--- config.mk ---
export PLATFORM = sky130hd
export DESIGN_NAME = sync_ram_flat
export DESIGN_NICKNAME = d
export VERILOG_FILES = /design/src/rtl/sync_ram_pkg.sv /design/src/rtl/sync_ram_if.sv /design/src/rtl/sync_ram.sv /design/src/flat_wrapper.sv
export SDC_FILE = /design/constraint.sdc
export NUM_CORES = 2
export LEC_CHECK = 0
export CAP_MARGIN = 20
export CORE_ASPECT_RATIO = 0.6
export CORE_MARGIN = 8
export CORE_UTILIZATION = 65
export DETAILED_ROUTE_END_ITERATION = 10
export PLACE_DENSITY = 0.88
export SYNTH_ARGS = -nofsm -noshare
export SYNTH_HDL_FRONTEND = slang
export SYNTH_SLANG_ARGS = --single-unit
--- constraint.sdc ---
create_clock -name clk -period 4.2 [get_ports clk]
set_clock_uncertainty 0.05 [all_clocks]
set_input_delay 0.63 -clock clk [delete_from_list [all_inputs] [get_ports clk]]
set_output_delay 0.63 -clock clk [all_outputs]
set_load 0.01 [all_outputs]
--- src/rtl/sync_ram_pkg.sv ---
// sync_ram_pkg: shared widths and word/address types for the RAM and its FIFO controller.
package sync_ram_pkg;
    localparam int RAM_ADDR_WIDTH = 8;
    localparam int RAM_DATA_WIDTH = 8;
    typedef logic [RAM_ADDR_WIDTH-1:0] addr_t;
    typedef logic [RAM_DATA_WIDTH-1:0] data_t;
endpackage

--- src/rtl/sync_ram_if.sv ---
// sync_ram_if: address/data/strobe bundle between a RAM user (master) and the RAM (slave).
interface sync_ram_if
    import sync_ram_pkg::*;
#(
    parameter int ADDR_WIDTH = RAM_ADDR_WIDTH,
    parameter int DATA_WIDTH = RAM_DATA_WIDTH
);
    logic [ADDR_WIDTH-1:0] addr;
    logic [DATA_WIDTH-1:0] w_data;
    logic                  wr;
    logic [DATA_WIDTH-1:0] r_data;
    modport master (output addr, output w_data, output wr, input r_data);
    modport slave (input addr, input w_data, input wr, output r_data);
endinterface

--- src/rtl/sync_ram.sv ---
// sync_ram: single-port RAM, synchronous write with reset-clears-all, combinational read.
module sync_ram
    import sync_ram_pkg::*;
#(
    parameter int ADDR_WIDTH = RAM_ADDR_WIDTH,
    parameter int DATA_WIDTH = RAM_DATA_WIDTH
) (
    input  logic          clk,
    input  logic          reset,
    sync_ram_if.slave     bus
);
    localparam int DEPTH = 2 ** ADDR_WIDTH;
    logic [DATA_WIDTH-1:0] mem_q [DEPTH];
    // reset wins over a same-cycle write
    always_ff @(posedge clk) begin
        if (reset) begin
            for (int i = 0; i < DEPTH; i++) mem_q[i] <= '0;
        end else if (bus.wr) begin
            mem_q[bus.addr] <= bus.w_data;
        end
    end
    assign bus.r_data = mem_q[bus.addr];
endmodule

--- src/flat_wrapper.sv ---
// flat-port wrapper written by rule: the top's interface ports become plain ports
module sync_ram_flat import sync_ram_pkg::*;
#(
    parameter int ADDR_WIDTH = RAM_ADDR_WIDTH,
    parameter int DATA_WIDTH = RAM_DATA_WIDTH
)
  (clk, reset, bus_addr, bus_w_data, bus_wr, bus_r_data);
  sync_ram_if #(.ADDR_WIDTH(ADDR_WIDTH), .DATA_WIDTH(DATA_WIDTH)) bus_i ();
  input  logic clk;
  input  logic reset;
  input wire logic [$bits(bus_i.addr)-1:0] bus_addr;
  input wire logic [$bits(bus_i.w_data)-1:0] bus_w_data;
  input wire logic [$bits(bus_i.wr)-1:0] bus_wr;
  output wire logic [$bits(bus_i.r_data)-1:0] bus_r_data;
  assign bus_i.addr = bus_addr;
  assign bus_i.w_data = bus_w_data;
  assign bus_i.wr = bus_wr;
  assign bus_r_data = bus_i.r_data;
  sync_ram #(.ADDR_WIDTH(ADDR_WIDTH), .DATA_WIDTH(DATA_WIDTH)) u_core (.clk(clk), .reset(reset), .bus(bus_i));
endmodule
### Word level (Yosys, flattened, before mapping)

Memory sizes are Yosys's and may differ from the RTL's.
Cells that the tools add are included.

* multiplexer cells: 8
* reductions and logical operators: 1

Operators by type and width (count)
* 8-bit 2-to-1 mux: 2
* 8-bit OR reduction: 1
* 1-bit 2-to-1 mux: 6

* memories: 1
* RAM bits: 2048
* bits in registers: 0
* output and inout bits: 8
* word-level logic and storage cells: 10

Memories
* u_core.mem_q: depth 256, bits a word 8, rd ports 1, clocked after memory_dff 0, write ports 256, line sync_ram.sv:13 `logic [DATA_WIDTH-1:0] mem_q [DEPTH];`

### Logic depth before layout (Yosys ltp)

* depth in word-level cells: 5
* gate-level depth with buffers: 9

### Least setup slack after synthesis

Ideal clock, no wire load.

* path type: input to output
* start: in bus_addr[0]
* end: out bus_r_data[6]
* arrival: 2.451 ns
* data required time: 3.520 ns
* stages: 8
* setup slack: 1.069 ns
* path buffers: 3
* path through: buf_6 > buf_2 > buf_2 > mux4_2 > a22oi_1 > a21oi_1 > o41ai_1 > nand4_1

* longest elaborated chain between the ends: 1

RTL lines
* start, declared: line flat_wrapper.sv:11 `input wire logic [$bits(bus_i.addr)-1:0] bus_addr;`
* memory 256 x 8 bit
* end, declared: line flat_wrapper.sv:14 `output wire logic [$bits(bus_i.r_data)-1:0] bus_r_data;`

Every way passes these cells.

### Worst setup path in the final report

* start: in bus_addr[2]
* end: out bus_r_data[1]

Same word-level chain as after synthesis.

==> flow_metrics.tcl <==
set metrics [dict create \
    numCtsBuffers 174 \
    die_area_mm2 0.1585 \
    drv_cap 0 \
    vias 63750 \
    tightest_slew_ns 1.423 \
    yosys.area.top_type_share_pct 64.98 \
    dieHeight_um 311.6 \
    p_leak_nw 42.93 \
    multi_input_area_mm2 0.03049 \
    regMostFlops "u_core.mem_q" \
    synth-simple-area-share_pct 14.31 \
    ir_drop_uv 344.8 \
    synth_warnings 0 \
    biggestRegsByFlops "u_core.mem_q (2048)" \
    initial_utilization_pct 65.46 \
    drt_wl_total_um 285800 \
    largest_register_ffs 2048 \
    hold_start "bus_w_data[1]" \
    h-tree-depth 4 \
    ys_ff_latch 2048 \
    ios 27 \
    netlist_area_mm2 0.09465 \
    hold_end "u_core.mem_q[44][1]$_SDFFCE_PN0P_" \
    drcViolationCount 0 \
    syn_nets 6282 \
    antenna_found_initial 5 \
    grt_pass1_wl_um 409700 \
    synth_fa_ha_area_share_pct 0 \
    critPathArrivalTime_ns 3.70 \
    grt_pass1_vias 60290 \
    grt_overflow_total 0 \
    dp_hpwl_um 159200 \
    period_share_pct 104.2 \
    cp.required_ns 3.52 \
    syn_inst 6263 \
    grtUsageTotal_pct 34.63 \
    drtPass1Iterations 7 \
    rsz0062_at_grt "yes" \
    num-fill-cells 7419 \
    fin_ws_ns -0.1759 \
    synth_area_leaders "edfxtp_1, mux4_2, and3_1" \
    holdBufCountCts 0 \
    end_kind "output pin" \
    hold_violations 0 \
    grt_max_degree 145 \
    min_path_cells 2 \
    gp_congestion 0.9422 \
    report.final.setup_viol 8 \
    cts_tree "yes" \
    coreArea_mm2 0.1446 \
    status "finished, violations left" \
    worstSetupPathType "in -> out" \
    synth_top_family_by_area "simple AND/OR/NAND/NOR gates" \
    pre_cts_ws_ns -0.8089 \
    path_clk_slew_ns 0.08 \
    synth_compound_area_share_pct 4.804 \
    synth_mux_area_share_pct 12.18 \
    yosysTopAreaCell "edfxtp_1" \
    port_buffers 26 \
    wire_per_inst_um 35.13 \
    syn2layout_area_growth_pct 11.73 \
    via_per_inst 7.834 \
    fin_nets 6082 \
    placed_area_mm2 0.09879 \
    drt-initial-drc-count 14280 \
    max_freq_ghz 0.2285 \
    min_path_type "in -> reg" \
    post-route-cell-area_mm2 0.1058 \
    drive_above_1_share_pct 22.75 \
    drtAntennaViolNets 0 \
    synth_cell_types 25 \
    cp_max_fo 15 \
    seq_area_mm2 0.06150 \
    die_w_um 508.6 \
    critPathLaunchType "primary input" \
    setup_tns_ns -0.4963 \
    p_per_area_mw_per_mm2 421.6 \
    relSlewSlack_pct 4.960 \
    violations "setup timing" \
    cts-root-buf "clkbuf_16" \
    maxSlewViolCount 0 \
    synthXorXnorAreaFrac_pct 0 \
    max-clock-path-buffers 3 \
    synth_area_per_cell_um2 15.11 \
    rows 108 \
    min_period_ns 4.376 \
    ys_seq_area_share_pct 64.98 \
    cts_sinks 2048 \
]
==> layer usage <==
layer,up-vias,part of all wire (%),global-route usage [%]
met5,-,0.025,0.09256
met4,6,5.3,14.17
met3,1186,19,13.26
met2,7567,44,50.81
met1,30770,32,47.04
li1,24210,-,-
==> cells in the mapped netlist <==
cell type and n:
a21o_1 227, a21oi_1 128, a22oi_1 256, and2_1 234, and3_1 1818, buf_1 25
buf_2 76, buf_4 8, buf_6 14, clkbuf_1 754, edfxtp_1 2048, mux4_2 512
nand2_1 12, nand2b_1 9, nand3_1 1, nand3_2 1, nand4_1 8, nor2_1 32
nor2_2 6, nor2b_1 8, nor3_1 17, nor3_2 5, nor4_1 1, o41ai_1 32
or2_2 31
==> worst max-delay path by stage <==
stage           startpoint             to  slack [ns]  cells after the start
5_1_grt        bus_addr[2]  bus_r_data[1]       -0.13                     12
2_1_floorplan  bus_addr[0]  bus_r_data[6]        1.07                      8
3_5_place_dp   bus_addr[3]  bus_r_data[4]       -0.81                     12
3_3_place_gp   bus_addr[3]  bus_r_data[4]       -0.76                     12
4_1_cts        bus_addr[0]  bus_r_data[2]   -0.000009                     13
6_report       bus_addr[2]  bus_r_data[1]       -0.18                     12
==> through the flow <==
step           instances  total power [mW]  hold slack [ns]  util [%]
2_1_floorplan       6263             26.14           0.9954         -
3_3_place_gp        7779             27.58            1.323     68.33
3_5_place_dp        7779             27.76            1.332     68.33
4_1_cts             8119             44.05           0.4555     72.77
5_1_grt             8132             45.20           0.5140     73.13
6_report            8137             44.58           0.5289     73.14
==> cell families (layout without fill, tap and decap cells) <==
logic type | count (synthesis) | in the layout
mux | 512 | 512
other cells | 0 | 6
simple gates | 2183 | 2183
compound gates | 643 | 643
buf+inv | 877 | 820
flops | 2048 | 2048
==> area by class of cell <==
| type | count | share of cell area (%) |
|---|---|---|
| repair buffers | 501 | 5.373 |
| clock buffers | 204 | 4.244 |
| well taps | 1925 | 2.278 |
| multi-input cells | 3338 | 28.83 |
| flip-flops and latches | 2048 | 58.15 |
| diodes | 6 | 0.01420 |
| clock inverters | 115 | 1.106 |
==> power by group <==
part,switching (mW),internal (mW)
Combinational,2.41,1.50
Clock,7.83,8.93
Sequential,0.446,23.5
Total,10.7,33.9
==> cells in the final DEF, fill, tap and decap left out, types with 5 or more instances in the layout <==
| cell type | n |
|---|---|
| clkdlybuf4s50_1 | 6 |
| inv_6 | 6 |
| nand4_1 | 8 |
| clkbuf_1 | 29 |
| nor2_4 | 23 |
| nor2_1 | 15 |
| nand2_1 | 11 |
| clkinv_8 | 6 |
| and2_1 | 233 |
| o41ai_2 | 17 |
| clkbuf_16 | 181 |
| mux4_2 | 512 |
| bufinv_16 | 20 |
| buf_6 | 12 |
| a22oi_2 | 42 |
| edfxtp_1 | 2048 |
| a21oi_2 | 23 |
| nor3_1 | 15 |
| buf_12 | 110 |
| and3_1 | 1816 |
| a22oi_1 | 214 |
| buf_16 | 13 |
| nor3_4 | 5 |
| dlygate4sd2_1 | 7 |
| buf_4 | 333 |
| or2_2 | 31 |
| diode_2 | 6 |
| o41ai_4 | 11 |
| nor2b_1 | 6 |
| a21oi_1 | 105 |
| clkinv_1 | 41 |
| clkinv_2 | 35 |
| clkbuf_8 | 8 |
| nand2b_1 | 7 |
| a21o_1 | 227 |
==> repair_timing <==
action,4_1_cts,5_1_grt
pin swaps,14,18
gates cloned,5,6
gates resized for setup,94,57
setup endpoints to repair,8,8
setup buffers,17,6
==> worst max-delay path, cell delays in order <==
cell	delay [ns]
clkdlybuf4s50_1	0.53
buf_12	0.16
and2_4	0.26
buf_12	0.21
buf_4	0.16
a22oi_2	0.10
a21oi_1	0.66
o41ai_2	0.18
buf_4	0.22
nand4_1	0.13
buf_4	0.17
dlygate4sd2_1	0.28
Power figures use the tool's default switching activity.
